--- src/rtl/sodor5_instr_stream_gen.sv ---
// Seedable random instruction-stream generator for the sodor5 verif harness.
// Emits a NOP prelude, NUM_INSTR random R/I/load words, a NOP drain, then parks in DONE.
//
//   state    | meaning
//   ---------+-----------------------------------------------------------
//   S_IDLE   | waiting for start, instr_valid low
//   S_PRELUDE| presenting PRE_NOPS valid NOPs
//   S_RUN    | presenting random words, LFSR advances once per fire
//   S_DRAIN  | presenting DRAIN_NOPS valid NOPs
//   S_DONE   | stream finished, held until reset
module sodor5_instr_stream_gen #(
    parameter logic [31:0] SEED       = 32'h000001F5,
    parameter int unsigned NUM_INSTR  = 100,
    parameter int unsigned PRE_NOPS   = 3,
    parameter int unsigned DRAIN_NOPS = 5,
    parameter logic [4:0]  REG_MASK   = 5'h1F,
    parameter int unsigned DMEM_WORDS = 16
) (
    input  logic        clk,
    input  logic        reset,
    input  logic        start,
    input  logic [1:0]  mode,
    input  logic        haz_en,
    input  logic        instr_ready,
    output logic        instr_valid,
    output logic [31:0] instr,
    output logic [15:0] issued,
    output logic        done
);

    localparam logic [31:0] NOP       = 32'h0000_0013;
    localparam logic [31:0] TAPS      = 32'h8020_0003;
    localparam logic [31:0] SEED_EFF  = (SEED == 32'h0) ? 32'h1 : SEED;
    localparam logic [11:0] LD_MASK   = 12'(4 * DMEM_WORDS - 1);
    localparam logic [15:0] NUM_LAST  = 16'(NUM_INSTR);
    localparam logic [15:0] PRE_CNT   = 16'(PRE_NOPS);
    localparam logic [15:0] DRAIN_CNT = 16'(DRAIN_NOPS);

    typedef enum logic [2:0] {
        S_IDLE,
        S_PRELUDE,
        S_RUN,
        S_DRAIN,
        S_DONE
    } state_t;

    state_t      state_q, state_d;
    logic [31:0] lfsr_q, lfsr_d, lfsr_step;
    logic [4:0]  prev_rd_q, prev_rd_d;
    logic [15:0] nop_cnt_q, nop_cnt_d;
    logic [31:0] instr_q, instr_d;
    logic        valid_q, valid_d;
    logic [15:0] issued_q, issued_d;
    logic        fire;

    // Kind encoding: 0 R-type, 1 I-type ALU, 2 byte load.
    function automatic logic [31:0] gen_word(input logic [31:0] l, input logic [1:0] md,
                                             input logic [4:0] prd, input logic hz);
        logic [4:0]  rd, rs1, rs2;
        logic [2:0]  f3;
        logic [11:0] imm;
        logic [1:0]  kind;
        logic        alt;
        logic [31:0] w;
        rd   = l[11:7] & REG_MASK;
        rs1  = l[19:15] & REG_MASK;
        rs2  = l[24:20] & REG_MASK;
        f3   = l[14:12];
        imm  = l[31:20];
        kind = md;
        if (md == 2'd3) begin
            case (l[6:5])
                2'd2:    kind = 2'd1;
                2'd3:    kind = 2'd2;
                default: kind = 2'd0;
            endcase
        end
        if (hz && (l[1:0] == 2'b00) && (prd != 5'd0) && (kind != 2'd2)) rs1 = prd;
        alt = l[30] & ((f3 == 3'd0) | (f3 == 3'd5));
        case (kind)
            2'd0: w = {1'b0, alt, 5'b0, rs2, rs1, f3, rd, 7'b0110011};
            2'd1: begin
                if (f3 == 3'd1) imm = imm & 12'h01F;
                if (f3 == 3'd5) imm = imm & 12'h41F;
                w = {imm, rs1, f3, rd, 7'b0010011};
            end
            default: w = {l[31:20] & LD_MASK, 5'd0, (l[14] ? 3'b100 : 3'b000), rd, 7'b0000011};
        endcase
        return w;
    endfunction

    assign fire      = valid_q & instr_ready;
    assign lfsr_step = {1'b0, lfsr_q[31:1]} ^ (lfsr_q[0] ? TAPS : 32'h0);

    always_comb begin
        state_d   = state_q;
        lfsr_d    = lfsr_q;
        prev_rd_d = prev_rd_q;
        nop_cnt_d = nop_cnt_q;
        instr_d   = instr_q;
        valid_d   = valid_q;
        issued_d  = issued_q;
        case (state_q)
            S_IDLE: begin
                if (start) begin
                    valid_d = 1'b1;
                    if (PRE_NOPS == 0) begin
                        state_d = S_RUN;
                        instr_d = gen_word(lfsr_q, mode, prev_rd_q, haz_en);
                    end else begin
                        state_d   = S_PRELUDE;
                        nop_cnt_d = PRE_CNT;
                        instr_d   = NOP;
                    end
                end
            end
            S_PRELUDE: begin
                if (fire) begin
                    if (nop_cnt_q == 16'd1) begin
                        state_d = S_RUN;
                        instr_d = gen_word(lfsr_q, mode, prev_rd_q, haz_en);
                    end else begin
                        nop_cnt_d = nop_cnt_q - 16'd1;
                    end
                end
            end
            S_RUN: begin
                if (fire) begin
                    lfsr_d    = lfsr_step;
                    prev_rd_d = instr_q[11:7];
                    if (issued_q != NUM_LAST) issued_d = issued_q + 16'd1;
                    // The word being accepted is the predecessor of the one built here.
                    if (issued_q + 16'd1 == NUM_LAST) begin
                        instr_d = NOP;
                        if (DRAIN_NOPS == 0) begin
                            state_d = S_DONE;
                            valid_d = 1'b0;
                        end else begin
                            state_d   = S_DRAIN;
                            nop_cnt_d = DRAIN_CNT;
                        end
                    end else begin
                        instr_d = gen_word(lfsr_step, mode, instr_q[11:7], haz_en);
                    end
                end
            end
            S_DRAIN: begin
                if (fire) begin
                    if (nop_cnt_q == 16'd1) begin
                        state_d = S_DONE;
                        valid_d = 1'b0;
                        instr_d = NOP;
                    end else begin
                        nop_cnt_d = nop_cnt_q - 16'd1;
                    end
                end
            end
            default: begin
                valid_d = 1'b0;
                instr_d = NOP;
            end
        endcase
    end

    always_ff @(posedge clk) begin
        if (reset) begin
            state_q   <= S_IDLE;
            lfsr_q    <= SEED_EFF;
            prev_rd_q <= 5'd0;
            nop_cnt_q <= 16'd0;
            instr_q   <= NOP;
            valid_q   <= 1'b0;
            issued_q  <= 16'd0;
        end else begin
            state_q   <= state_d;
            lfsr_q    <= lfsr_d;
            prev_rd_q <= prev_rd_d;
            nop_cnt_q <= nop_cnt_d;
            instr_q   <= instr_d;
            valid_q   <= valid_d;
            issued_q  <= issued_d;
        end
    end

    assign instr_valid = valid_q;
    assign instr       = instr_q;
    assign issued      = issued_q;
    assign done        = (state_q == S_DONE);

endmodule
--- config.mk ---
export PLATFORM = sky130hd
export DESIGN_NAME = sodor5_instr_stream_gen
export DESIGN_NICKNAME = d
export VERILOG_FILES = /design/src/rtl/sodor5_instr_stream_gen.sv
export SDC_FILE = /design/constraint.sdc
export NUM_CORES = 1
export LEC_CHECK = 0
export BUFFER_PORTS_ARGS = -buffer_cell sky130_fd_sc_hd__buf_4
export CAP_MARGIN = 20
export CORE_MARGIN = 10
export CORE_UTILIZATION = 55
export CTS_CLUSTER_SIZE = 10
export DETAILED_ROUTE_END_ITERATION = 16
export GPL_TIMING_DRIVEN = 0
export PLACE_DENSITY = 0.75
export SYNTH_ARGS = -nofsm -noshare
export SYNTH_HDL_FRONTEND = slang
export SYNTH_SLANG_ARGS = --single-unit
--- constraint.sdc ---
create_clock -name clk -period 3.1 [get_ports clk]
set_input_delay 0.62 -clock clk [delete_from_list [all_inputs] [get_ports clk]]
set_output_delay 0.62 -clock clk [all_outputs]
set_load 0.05 [all_outputs]
==> results of run 1 <==
-- state kept, by name (all words and copies together) (netlist names) --
signal,flops
nop_cnt_q,16
lfsr_q,32
prev_rd_q,5
instr,27
issued,16
state_q,3
instr_valid,1
-- cell usage in the layout, fill, tap and decap left out, types with 10 or more instances in the layout --
master	count
nand2_1	97
o21ai_0	47
clkbuf_1	27
nor3_1	10
a31oi_1	14
xor2_1	14
buf_2	13
a21oi_1	69
a211oi_1	11
dfxtp_1	100
nand3_1	20
inv_1	14
buf_4	56
nor2_1	51
-- worst min-delay path, delay by kind of cell, from the launching register on --
| family | cells | cell delay (ps) |
|---|---|---|
| AND/OR/NAND/NOR | 1 | 50 |
| flip-flops | 1 | 330 |
| AO/OA/AOI/OAI | 1 | 50 |
-- cell type report --
cell class / instances / area share [%]
timing repair buffer: 51 / 6.72
multi-input combinational: 475 / 48.1
clock buffer: 9 / 2.15
buffer: 47 / 3.74
inverter: 14 / 0.913
clock inverter: 7 / 1.24
sequential: 100 / 34.8
tap: 108 / 2.35
-- path summary, 6_finish.rpt --
check                           cells past startpoint                         end  slack (ps)
worst min-delay path                                2      lfsr_q[3]$_SDFFE_PP0P_         460
worst max register to register                      8  nop_cnt_q[13]$_SDFFE_PP0P_         330
worst max-delay path                                8  nop_cnt_q[13]$_SDFFE_PP0P_         330
worst min register to register                      2      lfsr_q[3]$_SDFFE_PP0P_         460
-- kinds of logic (layout without fill, tap and decap cells) --
family                     after synthesis  count (layout)
AOI/OAI and AO/OA                      202             202
and+or+nand+nor                        239             239
adders and majority gates                5               5
DFF                                    100             100
muxes                                    4               4
other                                    2               5
buffers and inverters                   61             128
xor gates and xnor gates                20              20
-- metrics by stage --
stage	area, µm²	util (%)
3_5_place_dp	5560	63.2
4_1_cts	5760	65.4
5_1_grt	5760	65.4
3_3_place_gp	5550	63.0
2_1_floorplan	5040	-
6_report	5760	65.4
-- power groups by stage --
stage / sequential (µW) / combinational (µW) / clock, µW
after CTS: 1380 / 632 / 833
after global placement: 1410 / 621 / 0
after global routing: 1390 / 699 / 888
final: 1380 / 639 / 817
after floorplan: 1530 / 324 / 0
after detailed placement: 1410 / 629 / 0
-- layer usage --
layer / GRT usage (%) / vias to the layer above
met5: 0 / -
met4: 6.25 / 0
met3: 5.27 / 27
met2: 34.1 / 207
met1: 28.5 / 2317
li1: - / 2423
==> results.yml, run 1 <==
timing:
  fin_crit_ps: 2770
  timing.hold.ws_ps: 457
  max-slew-margin-rel_pct: 40.7
  tightest_slew_ps: 888
  worst_slack_ps: 326
  clock.fmax_mhz: 361
  setup_violations: 0
  grt_setup_unrepaired: "no"
  hold_viol: 0
  tns_ps: 0
  min_period_over_period_pct: 89.5
  skew_ps: 11.5
  slew_violations: 0
setup_path:
  max_stage_delay_ps: 480
  crit_required_ps: 3350
  startpoint: "issued[0]$_SDFFE_PP0P_"
  cp_max_fo: 10
  cp_cell_sequence: "ha_1 > nand2_1 > nor2_1 > a41o_1 > nand4_2 > a21oi_2 > buf_4 > a311oi_1"
  critPathCaptureType: "register"
  path_class: "reg2reg"
  crit_buf_inv: 1
  rr_startpoint: "issued[0]$_SDFFE_PP0P_"
  slowest_stage: "dfxtp_1"
  critPathLaunchType: "register"
  worstPathArrival_ps: 3020
  crit_family: "simple AND/OR/NAND/NOR gates"
synth:
  synth_compound_area_share_pct: 25.3
  synth_most_common_cell: "dfxtp_1"
  synthDistinctLibCells: 66
  synth_largest_area_cell: "dfxtp_1"
  netlist_instances: 633
  netlist_area_um2: 5030
  async_reset_ff_share_pct: 0
  ys_top_cells_by_area: "dfxtp_1 (40%), nand2_1 (7.2%), a21oi_1 (6.9%)"
  ys.flop_type: "dfxtp_1"
  synth_top_family_by_area: "compound AO/OA/AOI/OAI gates"
  synth-xor-area-share_pct: 3.48
  synth_top_area_share_pct: 39.8
  synth_adder_area_share_pct: 1.24
  synth_edf_count: 0
  synth.avg_cell_area_um2: 7.94
  synthTopCellsByCount: "dfxtp_1 (100), nand2_1 (97), a21oi_1 (69)"
  synth-seq-area-share_pct: 39.8
  ys_seq_elements: 100
  yosysWarningCount: 0
  synthSimpleGateAreaFrac_pct: 23.8
  muxShareOfSynthArea_pct: 0.796
route:
  dr.pass1.iters: 5
  first_iter_violations: 533
  wl_met3_um: 1170
  dr.max_layer_used: "met4"
  wl_um: 14200
  via_per_inst: 6.13
  drc: 0
  wl_per_cell_um: 17.5
  antenna_left: 0
  wl_met2_um: 6560
  vias: 4974
  wl_met1_um: 6280
cts:
  tritoncts: "yes"
  cts_resized: 0
  clk_path_buf_depth: 2
  path_clk_slew_ps: 100
  cts.hold.buffers_added: 0
  clock_sinks: 100
  post_cts_buffers: 0
  cts_made_buffers: 9
  htree_levels: 3
  cts_root_buffer: "clkbuf_8"
  worstSkewPairLatency_ps: 380
global_route:
  grt_pass1_vias: 4624
  gr-usage-all-layers_pct: 21.6
  grt_pass1_wl_um: 23300
  grt_antenna_before_repair: 0
  grt_max_degree: 20
  grt_remaining_overflow: 0
pwr:
  sequentialPowerShare_pct: 48.7
  switching_share_pct: 35.3
  clkPwrFrac_pct: 28.8
  peakVddDrop_mv: 0.296
  internal-power_uw: 1830
  switchingPower_uw: 1000
  power_density_nw_per_um2: 493
  p_leak_uw: 0.00213
  combPwrFrac_pct: 22.5
  p_total_uw: 2840
final_layout:
  ff_latch_area_um2: 2000
  nets: 710
  multi_input_area_um2: 2770
  drive_gt1_share_pct: 14.2
  num-fill-cells: 796
  syn_to_final_growth_pct: 14.5
  instances_no_fill: 811
  diodes: 0
placement:
  place_ws_ps: 428
  gp_congestion: 0.941
  dp_hpwl_um: 10500
  dp.cells: 795
  io_buffers: 50
floorplan:
  start_util_pct: 57.1
  die_width_um: 116
  coreArea_um2: 8810
  die_h_um: 116
  ios: 57
  dieArea_um2: 13400
  num_rows: 34
run:
  cap_violations: 0
hold_path:
  hp-start: "lfsr_q[4]$_SDFFE_PP1P_"
  hp-class: "reg2reg"
status:
  status: "finished, final reports clean"
(Power assumes the default switching activity.)
==> inputs of run 2 (changes only) <==
- CORE_ASPECT_RATIO: default -> 2
==> run 2 against run 1 <==
Global-route usage up 0.72 points; largest cell class unchanged; count of clock-buffer cells in the layout unchanged; worst setup slack worse by 190 ps; cell count down 0.86%; design area up 1.2%.
==> results.yml, run 2 (same netlist as run 1, synthesis figures left out) <==
route:
  first_iter_violations: 469
  antenna_left: 0
  dr.pass1.iters: 7
  wl_per_cell_um: 19.5
  via_per_inst: 6.46
  vias: 5191
  wl_um: 15600
  drc: 0
global_route:
  grt_pass1_vias: 4997
  grt_antenna_before_repair: 0
  grt_remaining_overflow: 0
  grt_pass1_wl_um: 24400
  grt_max_degree: 18
  gr-usage-all-layers_pct: 22.3
placement:
  gp_congestion: 0.999
  io_buffers: 50
  placed_area_um2: 5550
  dp_hpwl_um: 11500
cts:
  cts_made_buffers: 9
  cts_resized: 0
  post_cts_buffers: 0
  tritoncts: "yes"
  cts_root_buffer: "clkbuf_16"
  cts.hold.buffers_added: 0
  path_clk_slew_ps: 70
  clk_path_buf_depth: 2
  worstSkewPairLatency_ps: 350
  htree_levels: 3
  clock_sinks: 100
final_layout:
  multi_input_area_um2: 2770
  diodes: 0
  regMostFlops: "lfsr_q"
  layout_common_cells: "dfxtp_1 (100), nand2_1 (97), a21oi_1 (69)"
  ff_latch_area_um2: 2000
  layout_commonest_cell: "dfxtp_1"
  num-fill-cells: 798
  fin_util_pct: 65.1
  largest_register_ffs: 32
  stdcell_area_um2: 5820
  syn_to_final_growth_pct: 15.8
  nets: 710
  drive_gt1_share_pct: 14.1
setup_path:
  crit_family: "simple AND/OR/NAND/NOR gates"
  cp_max_fo: 7
  critPathCaptureType: "register"
  r2r_cells: 7
  path_depth: 7
  max_stage_delay_ps: 560
  slowest_stage: "nor4_2"
  crit_required_ps: 3290
  critPathLaunchType: "register"
  path_class: "reg2reg"
  crit_buf_inv: 0
  cp_cell_sequence: "ha_1 > nand2_1 > nor4_4 > xor2_1 > or4_1 > nor4_2 > a2111oi_0"
  worstPathArrival_ps: 3150
hold_path:
  hp-class: "reg2reg"
  min_path_cells: 2
floorplan:
  start_util_pct: 56.2
  ios: 57
  die_h_um: 155
  num_rows: 49
  die_width_um: 87.6
  dieArea_um2: 13600
  coreArea_um2: 8950
run:
  cap_violations: 0
timing:
  tightest_slew_ps: 1030
  tns_ps: 0
  timing.hold.ws_ps: 469
  grt_setup_unrepaired: "no"
  clock.fmax_mhz: 337
  slew_violations: 0
  skew_ps: 9.01
  max-slew-margin-rel_pct: 31.0
  setup_violations: 0
  min_period_over_period_pct: 95.6
  hold_viol: 0
  fin_crit_ps: 2960
pwr:
  power_density_nw_per_um2: 532
  peakVddDrop_mv: 0.307
  p_leak_uw: 0.00216
status:
  status: "finished, final reports clean"
run 2: cell types whose count changed in the layout (fill, tap and decap cells not counted), sizes merged:
| cell | previous run | this run |
|---|---|---|
| clkdlybuf4s15 | 1 | 0 |
| buf | 70 | 71 |
| clkinv | 5 | 1 |
| clkinvlp | 0 | 4 |
| inv | 16 | 15 |
run 2: through the flow:
step | power (µW) | worst slack [ps] | instances
floorplan | 1850 | 472 | 636
global placement | 2030 | 53.2 | 788
detailed placement | 2050 | 145 | 789
CTS | 3100 | 143 | 804
global route | 3210 | 10.8 | 804
finish | 3100 | 136 | 804
run 2: metal layers:
metal  up-vias  GRT usage [%]  share of wire, %
met3        72           3.82               6.2
met5         -              0                 0
li1       2420              -                 -
met4         0           15.0               5.8
met1      2431           23.2                36
met2       268           38.8                52
run 2: cell type report:
class / count / area share, %
Buffer: 47 / 3.70
Clock buffer: 9 / 3.87
Clock inverter: 6 / 0.859
Inverter: 14 / 0.902
Multi-Input combinational cell: 475 / 47.6
Sequential cell: 100 / 34.4
Tap cell: 102 / 2.19
Timing Repair Buffer: 51 / 6.53
run 2: power by group:
| part | internal, µW | switching (µW) | leakage (µW) |
|---|---|---|---|
| combinational | 184 | 468 | 0.00123 |
| sequential | 1340 | 42.0 | 0.000810 |
| clock | 547 | 523 | 0.000122 |
run 2: final timing paths:
| kind | from | to | slack (ps) |
|---|---|---|---|
| worst max-delay path | issued[0]$_SDFFE_PP0P_ | instr[22]$_SDFFE_PP0P_ | 140 |
| worst min register to register | lfsr_q[4]$_SDFFE_PP1P_ | lfsr_q[3]$_SDFFE_PP0P_ | 470 |
| worst max register to register | issued[0]$_SDFFE_PP0P_ | instr[22]$_SDFFE_PP0P_ | 140 |
| worst min-delay path | lfsr_q[4]$_SDFFE_PP1P_ | lfsr_q[3]$_SDFFE_PP0P_ | 470 |
run 2: worst register-to-register path, stage by stage (launching register included):
cell and delay (ps):
dfxtp_1 510, ha_1 380, nand2_1 160, nor4_4 290
xor2_1 130, or4_1 530, nor4_2 560, a2111oi_0 250
==> inputs of run 3 (changes only) <==
- CORE_UTILIZATION: 55 -> 53
- TNS_END_PERCENT: default -> 20
- clock period: 3.1 -> 2.68 ns (I/O delays scaled with it)
==> run 3 against run 2 <==
Non-clock buffer count up 1; first-iteration DRC count rose by 1.7%; worst setup slack got worse by 33 ps; worst hold slack worse by 9.7 ps; utilization shrank 1.8 points; maximum frequency is 15% higher; largest cell class unchanged; clock power increased by 24%; clock skew fell by 4.0 ps; count of clock-buffer cells in the layout grew 1; critical endpoint unchanged.
==> results.yml, run 3 (same netlist as run 1, synthesis figures left out) <==
global_route:
  grt_pass1_vias: 4973
  gr-usage-all-layers_pct: 22.5
  grt_max_degree: 18
  grt_remaining_overflow: 0
  grt_antenna_before_repair: 0
  grt_pass1_wl_um: 24700
floorplan:
  num_rows: 50
  ios: 57
  coreArea_um2: 9320
  start_util_pct: 53.9
  dieArea_um2: 14000
  die_h_um: 158
  die_width_um: 88.9
setup_path:
  max_stage_delay_ps: 560
  cp_max_fo: 6
  path_class: "reg2reg"
  startpoint: "issued[1]$_SDFFE_PP0P_"
  slowest_stage: "or4_1"
  path_depth: 8
  crit_buf_inv: 1
  critPathCaptureType: "register"
  crit_required_ps: 2880
  path_common_cell: "nor4_4"
  critPathLaunchType: "register"
  worstPathArrival_ps: 2780
  rr_startpoint: "issued[1]$_SDFFE_PP0P_"
  reg2reg_slack_ps: 100
  r2r_cells: 8
  endpoint: "instr[22]$_SDFFE_PP0P_"
  cp_cell_sequence: "ha_2 > nand2_1 > nor4_4 > xor2_1 > or4_1 > nor4_4 > buf_4 > a2111oi_0"
  r2r_end: "instr[22]$_SDFFE_PP0P_"
  crit_family: "simple AND/OR/NAND/NOR gates"
final_layout:
  multi_input_area_um2: 2810
  stdcell_area_um2: 5900
  ff_latch_area_um2: 2000
  syn_to_final_growth_pct: 17.3
  largest_register_ffs: 32
  layout_commonest_cell: "dfxtp_1"
  nets: 711
  regMostFlops: "lfsr_q"
  drive_gt1_share_pct: 15.1
  num-fill-cells: 848
  diodes: 0
  layout_common_cells: "dfxtp_1 (99), nand2_1 (97), a21oi_1 (69)"
route:
  wl_met1_um: 5860
  first_iter_violations: 477
  dr.max_layer_used: "met4"
  wl_um: 15500
  wl_met3_um: 986
  drc: 0
  dr.pass1.iters: 5
  wl_met2_um: 7960
  wl_per_cell_um: 19.2
  antenna_left: 0
  vias: 5071
  via_per_inst: 6.28
placement:
  placed_area_um2: 5550
  dp_hpwl_um: 11300
  io_buffers: 50
  gp_congestion: 0.988
hold_path:
  hp-class: "reg2reg"
timing:
  hold_viol: 0
  setup_violations: 0
  skew_ps: 5.04
  tightest_slew_ps: 1110
  slew_violations: 0
  fin_crit_ps: 2580
  max-slew-margin-rel_pct: 25.9
  min_period_over_period_pct: 96.1
  clock.fmax_mhz: 388
  timing.hold.ws_ps: 459
cts:
  cts.hold.buffers_added: 0
  htree_levels: 3
  tritoncts: "yes"
  cts_root_buffer: "clkbuf_16"
  worstSkewPairLatency_ps: 350
  cts_made_buffers: 9
  clk_path_buf_depth: 2
  clock_sinks: 100
  path_clk_slew_ps: 70
pwr:
  power_density_nw_per_um2: 626
  peakVddDrop_mv: 0.381
  p_leak_uw: 0.00218
run:
  cap_violations: 0
status:
  status: "finished, final reports clean"
-- run 3: how the worst min path moves through the flow --
stage	from	end	slack [ps]	cells past startpoint
finish	lfsr_q[3]$_SDFFE_PP0P_	lfsr_q[3]$_SDFFE_PP0P_	460	2
global route	lfsr_q[3]$_SDFFE_PP0P_	lfsr_q[3]$_SDFFE_PP0P_	480	2
CTS	lfsr_q[3]$_SDFFE_PP0P_	lfsr_q[3]$_SDFFE_PP0P_	460	2
detailed placement	lfsr_q[3]$_SDFFE_PP0P_	lfsr_q[3]$_SDFFE_PP0P_	460	2
global placement	lfsr_q[4]$_SDFFE_PP1P_	lfsr_q[3]$_SDFFE_PP0P_	440	2
floorplan	lfsr_q[4]$_SDFFE_PP1P_	lfsr_q[3]$_SDFFE_PP0P_	430	2
-- run 3: worst min-delay path, stage by stage, from the launching register on --
cell     delay, ps
dfxtp_1        310
nand2_1         50
a21oi_1         50
-- run 3: timing repair --
item / CTS / global route
endpoints found under the setup margin: 9 / 35
gates cloned: 0 / 0
buffers inserted: 0 / 1
pin swaps: 1 / 1
gates resized for setup: 2 / 8
-- run 3: area by class of cell --
type | instances | area share, %
multi-input cells | 475 | 47.6
flip-flops and latches | 100 | 34.0
repair buffers | 52 | 6.58
clock buffers | 10 | 3.88
plain buffers | 47 | 3.67
well taps | 104 | 2.21
clock inverters | 6 | 1.23
inverters | 14 | 0.891
-- run 3: routing by layer --
metal / track usage (%) / vias to the layer above
met5: 0 / -
met4: 13.9 / 0
met3: 4.73 / 52
met2: 38.6 / 207
met1: 23.9 / 2391
li1: - / 2421
-- run 3: through the flow --
step	TNS (ps)	setup slack [ps]	cells	power [µW]	util, %
2_1_floorplan	0	52.3	636	2140	-
3_3_place_gp	-452	-99.9	790	2350	59.5
3_5_place_dp	-539	-151	791	2370	59.5
4_1_cts	0	68.0	807	3680	62.9
5_1_grt	-1.19	-1.19	808	3820	63.3
6_report	0	104	808	3690	63.3
-- run 3: where the power goes --
group	internal, µW	total, µW	switching (µW)
Clock	734	1330	598
Sequential	1550	1600	50.7
Combinational	217	759	542
